`src/rtl/packer_2to8_if.sv`:
```
// Symbol-in / byte-out bus of the 2-bit to 8-bit packer.
// master = producer/consumer side, slave = packer.
interface packer_2to8_if #(
   parameter int PTR_W = 2
);
   logic             valid_in;
   logic [1:0]       data_in;
   logic             pop;
   logic [7:0]       data_out;
   logic             empty;
   logic             full;
   logic [PTR_W:0]   count;
   logic             overflow;

   modport master (
      output valid_in, data_in, pop,
      input  data_out, empty, full, count, overflow
   );

   modport slave (
      input  valid_in, data_in, pop,
      output data_out, empty, full, count, overflow
   );
endinterface

```
`src/rtl/packer_2to8.sv`:
```
// Packs four valid 2-bit symbols (MSB first) into a byte and queues completed
// bytes in a small show-ahead FIFO drained by a pop strobe.
module packer_2to8 #(
   parameter int DEPTH = 4,
   parameter int PTR_W = 2
) (
   input  logic          clk,
   input  logic          reset_L,
   packer_2to8_if.slave  bus
);
   localparam logic [PTR_W:0] FULL_CNT = (PTR_W + 1)'(DEPTH);

   logic [1:0]       sym_cnt_reg;
   logic [7:0]       acc_reg;
   logic [7:0]       acc_next;
   logic [7:0]       mem_reg [DEPTH];
   logic [PTR_W-1:0] wr_ptr_reg;
   logic [PTR_W-1:0] rd_ptr_reg;
   logic [PTR_W:0]   count_reg;
   logic             overflow_reg;

   logic             empty;
   logic             full;
   logic             push_req;
   logic             do_push;
   logic             do_pop;
   logic [7:0]       byte_next;
   logic [DEPTH-1:0] wr_en;

   assign empty     = (count_reg == '0);
   assign full      = (count_reg == FULL_CNT);
   assign push_req  = bus.valid_in && (sym_cnt_reg == 2'd3);
   assign byte_next = {acc_reg[7:2], bus.data_in};
   assign do_pop    = bus.pop && !empty;
   // A pop in the same cycle frees a slot, so a push into a full FIFO still lands.
   assign do_push   = push_req && (!full || do_pop);

   generate
      for (genvar gi = 0; gi < DEPTH; gi++) begin : g_wr_en
         assign wr_en[gi] = do_push && (wr_ptr_reg == PTR_W'(gi));
      end
   endgenerate

   always_comb begin
      acc_next = acc_reg;
      case (sym_cnt_reg)
         2'd0:    acc_next[7:6] = bus.data_in;
         2'd1:    acc_next[5:4] = bus.data_in;
         2'd2:    acc_next[3:2] = bus.data_in;
         default: acc_next      = 8'h00;
      endcase
   end

   always_ff @(posedge clk) begin
      if (!reset_L) begin
         sym_cnt_reg  <= 2'd0;
         acc_reg      <= 8'h00;
         wr_ptr_reg   <= '0;
         rd_ptr_reg   <= '0;
         count_reg    <= '0;
         overflow_reg <= 1'b0;
      end else begin
         if (bus.valid_in) begin
            sym_cnt_reg <= sym_cnt_reg + 2'd1;
            acc_reg     <= acc_next;
         end
         if (do_push)
            wr_ptr_reg <= wr_ptr_reg + PTR_W'(1);
         if (do_pop)
            rd_ptr_reg <= rd_ptr_reg + PTR_W'(1);
         case ({do_push, do_pop})
            2'b10:   count_reg <= count_reg + (PTR_W + 1)'(1);
            2'b01:   count_reg <= count_reg - (PTR_W + 1)'(1);
            default: count_reg <= count_reg;
         endcase
         if (push_req && !do_push)
            overflow_reg <= 1'b1;
      end
   end

   // Register file carries no reset; validity is tracked by count_reg.
   always_ff @(posedge clk) begin
      for (int i = 0; i < DEPTH; i++) begin
         if (wr_en[i])
            mem_reg[i] <= byte_next;
      end
   end

   assign bus.data_out = empty ? 8'h00 : mem_reg[rd_ptr_reg];
   assign bus.empty    = empty;
   assign bus.full     = full;
   assign bus.count    = count_reg;
   assign bus.overflow = overflow_reg;
endmodule

```
`src/flat_wrapper.sv`:
```
// flat-port wrapper written by rule: the top's interface ports become plain ports
module packer_2to8_flat 
#(
   parameter int DEPTH = 4,
   parameter int PTR_W = 2
)
  (clk, reset_L, bus_valid_in, bus_data_in, bus_pop, bus_data_out, bus_empty, bus_full, bus_count, bus_overflow);
  packer_2to8_if #(.PTR_W(PTR_W)) bus_i ();
  input  logic clk;
  input  logic reset_L;
  input wire logic [$bits(bus_i.valid_in)-1:0] bus_valid_in;
  input wire logic [$bits(bus_i.data_in)-1:0] bus_data_in;
  input wire logic [$bits(bus_i.pop)-1:0] bus_pop;
  output wire logic [$bits(bus_i.data_out)-1:0] bus_data_out;
  output wire logic [$bits(bus_i.empty)-1:0] bus_empty;
  output wire logic [$bits(bus_i.full)-1:0] bus_full;
  output wire logic [$bits(bus_i.count)-1:0] bus_count;
  output wire logic [$bits(bus_i.overflow)-1:0] bus_overflow;
  assign bus_i.valid_in = bus_valid_in;
  assign bus_i.data_in = bus_data_in;
  assign bus_i.pop = bus_pop;
  assign bus_data_out = bus_i.data_out;
  assign bus_empty = bus_i.empty;
  assign bus_full = bus_i.full;
  assign bus_count = bus_i.count;
  assign bus_overflow = bus_i.overflow;
  packer_2to8 #(.DEPTH(DEPTH), .PTR_W(PTR_W)) u_core (.clk(clk), .reset_L(reset_L), .bus(bus_i));
endmodule
```
`config.mk`:
```
export PLATFORM = sky130hd
export DESIGN_NAME = packer_2to8_flat
export DESIGN_NICKNAME = d
export VERILOG_FILES = /design/src/rtl/packer_2to8_if.sv /design/src/rtl/packer_2to8.sv /design/src/flat_wrapper.sv
export SDC_FILE = /design/constraint.sdc
export NUM_CORES = 1
export LEC_CHECK = 0
export CAP_MARGIN = 10
export CORE_ASPECT_RATIO = 0.9
export CORE_MARGIN = 5
export CORE_UTILIZATION = 35
export DETAILED_ROUTE_END_ITERATION = 10
export SYNTH_ARGS = -nofsm -noshare
export SYNTH_HDL_FRONTEND = slang
export SYNTH_SLANG_ARGS = --single-unit
```
`constraint.sdc`:
```
create_clock -name clk -period 3.2 [get_ports clk]
set_input_delay 0.48 -clock clk [delete_from_list [all_inputs] [get_ports clk]]
set_output_delay 0.48 -clock clk [all_outputs]
set_load 0.005 [all_outputs]
```
==> impl_results.md <==
- WS Path Type: in -> reg
- Rel. slew slack: just under 60%
- Async SR Flop Fraction: 0%
- Peak VDD IR: around 0.17 mV
- Htree depth: 2
- Area of the multi-input gates: 748 um2
- Post-DR vias/cell: between 4 and 5
- Horiz. Die Dim: between 90 and 100 um
- Fill count: approximately 570
- HPWL after DPL: 2.59 mm
- Crit path max-delay cell type: clkdlybuf4s50_1
- Flop pwr share: ~58%
- Worst stage delay on the critical path: 0.54 ns
- Cell Int Power: ~0.97 mW
- Crit path DAT: approximately 2.9 ns
- Final Hold Fails: 0
- Total die area: 7780 um2
- Net Count, Synth: between 150 and 200
- CTS tree: yes
- Crit path required time: approximately 3.4 ns
- Area leader, netlist: edfxtp_1
- Post-Syn Area per Cell: 14.0 um2
- Synth Warn #: 0
- RSZ-0062 raised after global routing: false
- Synthesis-to-layout area growth: 17.1%
- Net switching power: 0.247 mW
- CP cell instances: clkdlybuf4s50_1 > nand2_1 > o21ba_1 > inv_1 > ha_1 > inv_1 > fa_1 > xor2_1 > or3_2 > a21boi_0
- Non-Filler Instances: about 250
- Hold path start: u_core.bus.overflow
- Layout cell share with drive strength beyond 1: between 10 and 15%
- Synth Area in Compound Gates: 5.73%
- Synthesized flop and latch total: 50
- Maximum clock path buffer count: 2
- Root buffer cell: clkbuf_8
- Vias in the first global route: 1221
- Hold Path Depth: 1
- Critical Path Start: bus_valid_in
- Core area: 6050 um2
- Top Layer Used: met4
- M1 wire length: around 1.6 mm
- PortBufs: 19
- Reg2Reg Depth: 9
- DR DRC count: 0
- Starting Density: 35.4%
- Top cells by count, synth: edfxtp_1 (32), dfxtp_1 (18), nor2b_1 (11)
- Pwr/cell area: ~480 nW/um2
- Post-synth top flop: edfxtp_1
- Worst setup EP type: flop
- Routed len/inst: 14.5 um
- Clock slew at reported path FFs: around 0.090 ns
- Fmax: between 300 and 400 MHz
- Routability cong.: between 0.8 and 0.9
- Simple-Gate Fraction of Synth Area: a little under an eighth
- Count leader, synth: edfxtp_1
- Mux cell area share after synthesis: about a tenth
- EDFF count, synth: 32
- # setup viols final: 0
- Max-cap violations: 0
- Post-layout minimum cycle time: between 2 and 3 ns
- Crit path max fanout: 8
- Total grt overflow: 0
- Synth unique cells: 28
- Post-Synthesis Cell Area: around 2100 um2
- Largest family of logic cells by synthesized area: simple AND/OR/NAND/NOR gates
- Post-CTS sizing: 0
- Initial antenna violation count: 0
- End-of-flow core utilization: 41.4%
- Vias: ~1200
- Final Cycle Share: ~82%
- DR pass1 iterations: 4
- CTS Hold Bufs: 0
- Clock sink count: 50
- Top cell type's share of synthesized area: between 40% and 50%
- Hold WC Path Type: reg -> reg
- Setup bufs post-CTS: 0
- XOR/XNOR Fraction of Synth Area: under 10%
- Final net count: around 190
- Adder-cell share of the synthesized area: between 6 and 7%
- Most area-consuming cells after synthesis: edfxtp_1 (45%), dfxtp_1 (17%), mux4_2 (8.4%)
- Seq. cell area: between 1000 and 1500 um2
- Max FFs per register: 32
- Placed cell count: 238
- Sequential share of the synthesized area: around three fifths
- Most common cell on crit path: inv_1
- Pre-CTS setup slack: 0.246 ns
- Final worst slack: about 0.57 ns
- Status: finished, final reports clean
- Sw Share: about a fifth
- Fin. max-slew vios: 0
- Drt total wl: about 3.6 mm
- Largest net degree at the start of global routing: 20
- Setup tns final: 0 ns
- Worst r2r src: u_core.bus.count[2]
- Routed Antenna Nets: 0
- DRT iter0 DRCs: 55
- Global-route wire length before repair: 6.11 mm
- Static Leak: 0.800 nW
- Clock network fraction of total power: between 30% and 40%
- CP Launch Type: primary input
- Met2 Wirelength: roughly 1.8 mm
- Boundary pin count: 20
- Final Skew: 0.00775 ns
- Antenna Cells: 0
- Tightest Pin Transition: 0.621 ns
- Total CTS buffers: 5
- Comb power frac: between 6 and 7%
- Total track usage: about a tenth
- WL met3: between 100 and 150 um
- Gate Count Post-Synth: 153
- Pwr Total: 1.21 mW
- Worst-Skew Late Latency: approximately 0.30 ns
- Die Y: 84.2 um
- Row cnt: 27
## power groups by stage
stage	Combinational, mW	Clock [mW]	Sequential [mW]
global placement	0.0767	0	0.716
finish	0.0786	0.432	0.702
CTS	0.0796	0.446	0.702
global route	0.0880	0.475	0.704
floorplan	0.0501	0	0.712
detailed placement	0.0792	0	0.717
## final cells by class
class | count | area share, %
clock buffer | 5 | 2.75
clock inverter | 3 | 1.80
inverter | 9 | 1.35
multi-input combinational | 87 | 29.9
sequential | 50 | 52.7
tap | 72 | 3.60
timing repair buffer | 20 | 7.89
## worst paths after layout
path	endpoint	slack, ns
worst max-delay path	u_core.bus.count[2]	0.57
worst min-delay path	u_core.bus.overflow	0.48
worst max register to register	u_core.bus.count[2]	0.61
worst min register to register	u_core.bus.overflow	0.48
## cells by family (layout without fill, tap and decap cells)
family                     count (synthesis)  after routing
AOI/OAI and AO/OA                         19             19
buffers and inverters                     16             37
xor gates and xnor gates                   3              3
adders and majority gates                 10             10
DFF                                       50             50
and+or+nand+nor                           44             44
muxes                                     11             11
## placed cells by master (no fill, tap or decap), types with 3 or more instances in the layout
cell,count
inv_1,9
clkbuf_8,5
nor2b_1,11
ha_1,9
edfxtp_1,32
mux4_2,8
and2_1,5
nand3_1,6
clkdlybuf4s50_1,19
a21boi_0,8
o21ai_0,9
nand2_1,10
dfxtp_1,18
mux2i_1,3
## layer usage
| metal | up-vias | track usage (%) |
|---|---|---|
| li1 | 581 | - |
| met3 | 7 | 2.69 |
| met1 | 589 | 12.3 |
| met2 | 14 | 17.4 |
| met5 | - | 0 |
| met4 | 0 | 3.64 |
## critical path, delay by kind of cell
family | cells | cell delay [ns]
AND/OR/NAND/NOR | 2 | 0.55
XOR/XNOR | 1 | 0.17
AO/OA/AOI/OAI | 2 | 0.44
buffers and inverters | 3 | 0.68
adder cells (fa/ha/maj) | 2 | 0.54
## stage by stage
stage,hold WS [ns],instance area (um2)
2_1_floorplan,0.454,2140
3_3_place_gp,0.457,2390
3_5_place_dp,0.466,2390
4_1_cts,0.489,2500
5_1_grt,0.531,2500
6_report,0.481,2500
(Power assumes the default switching activity.)
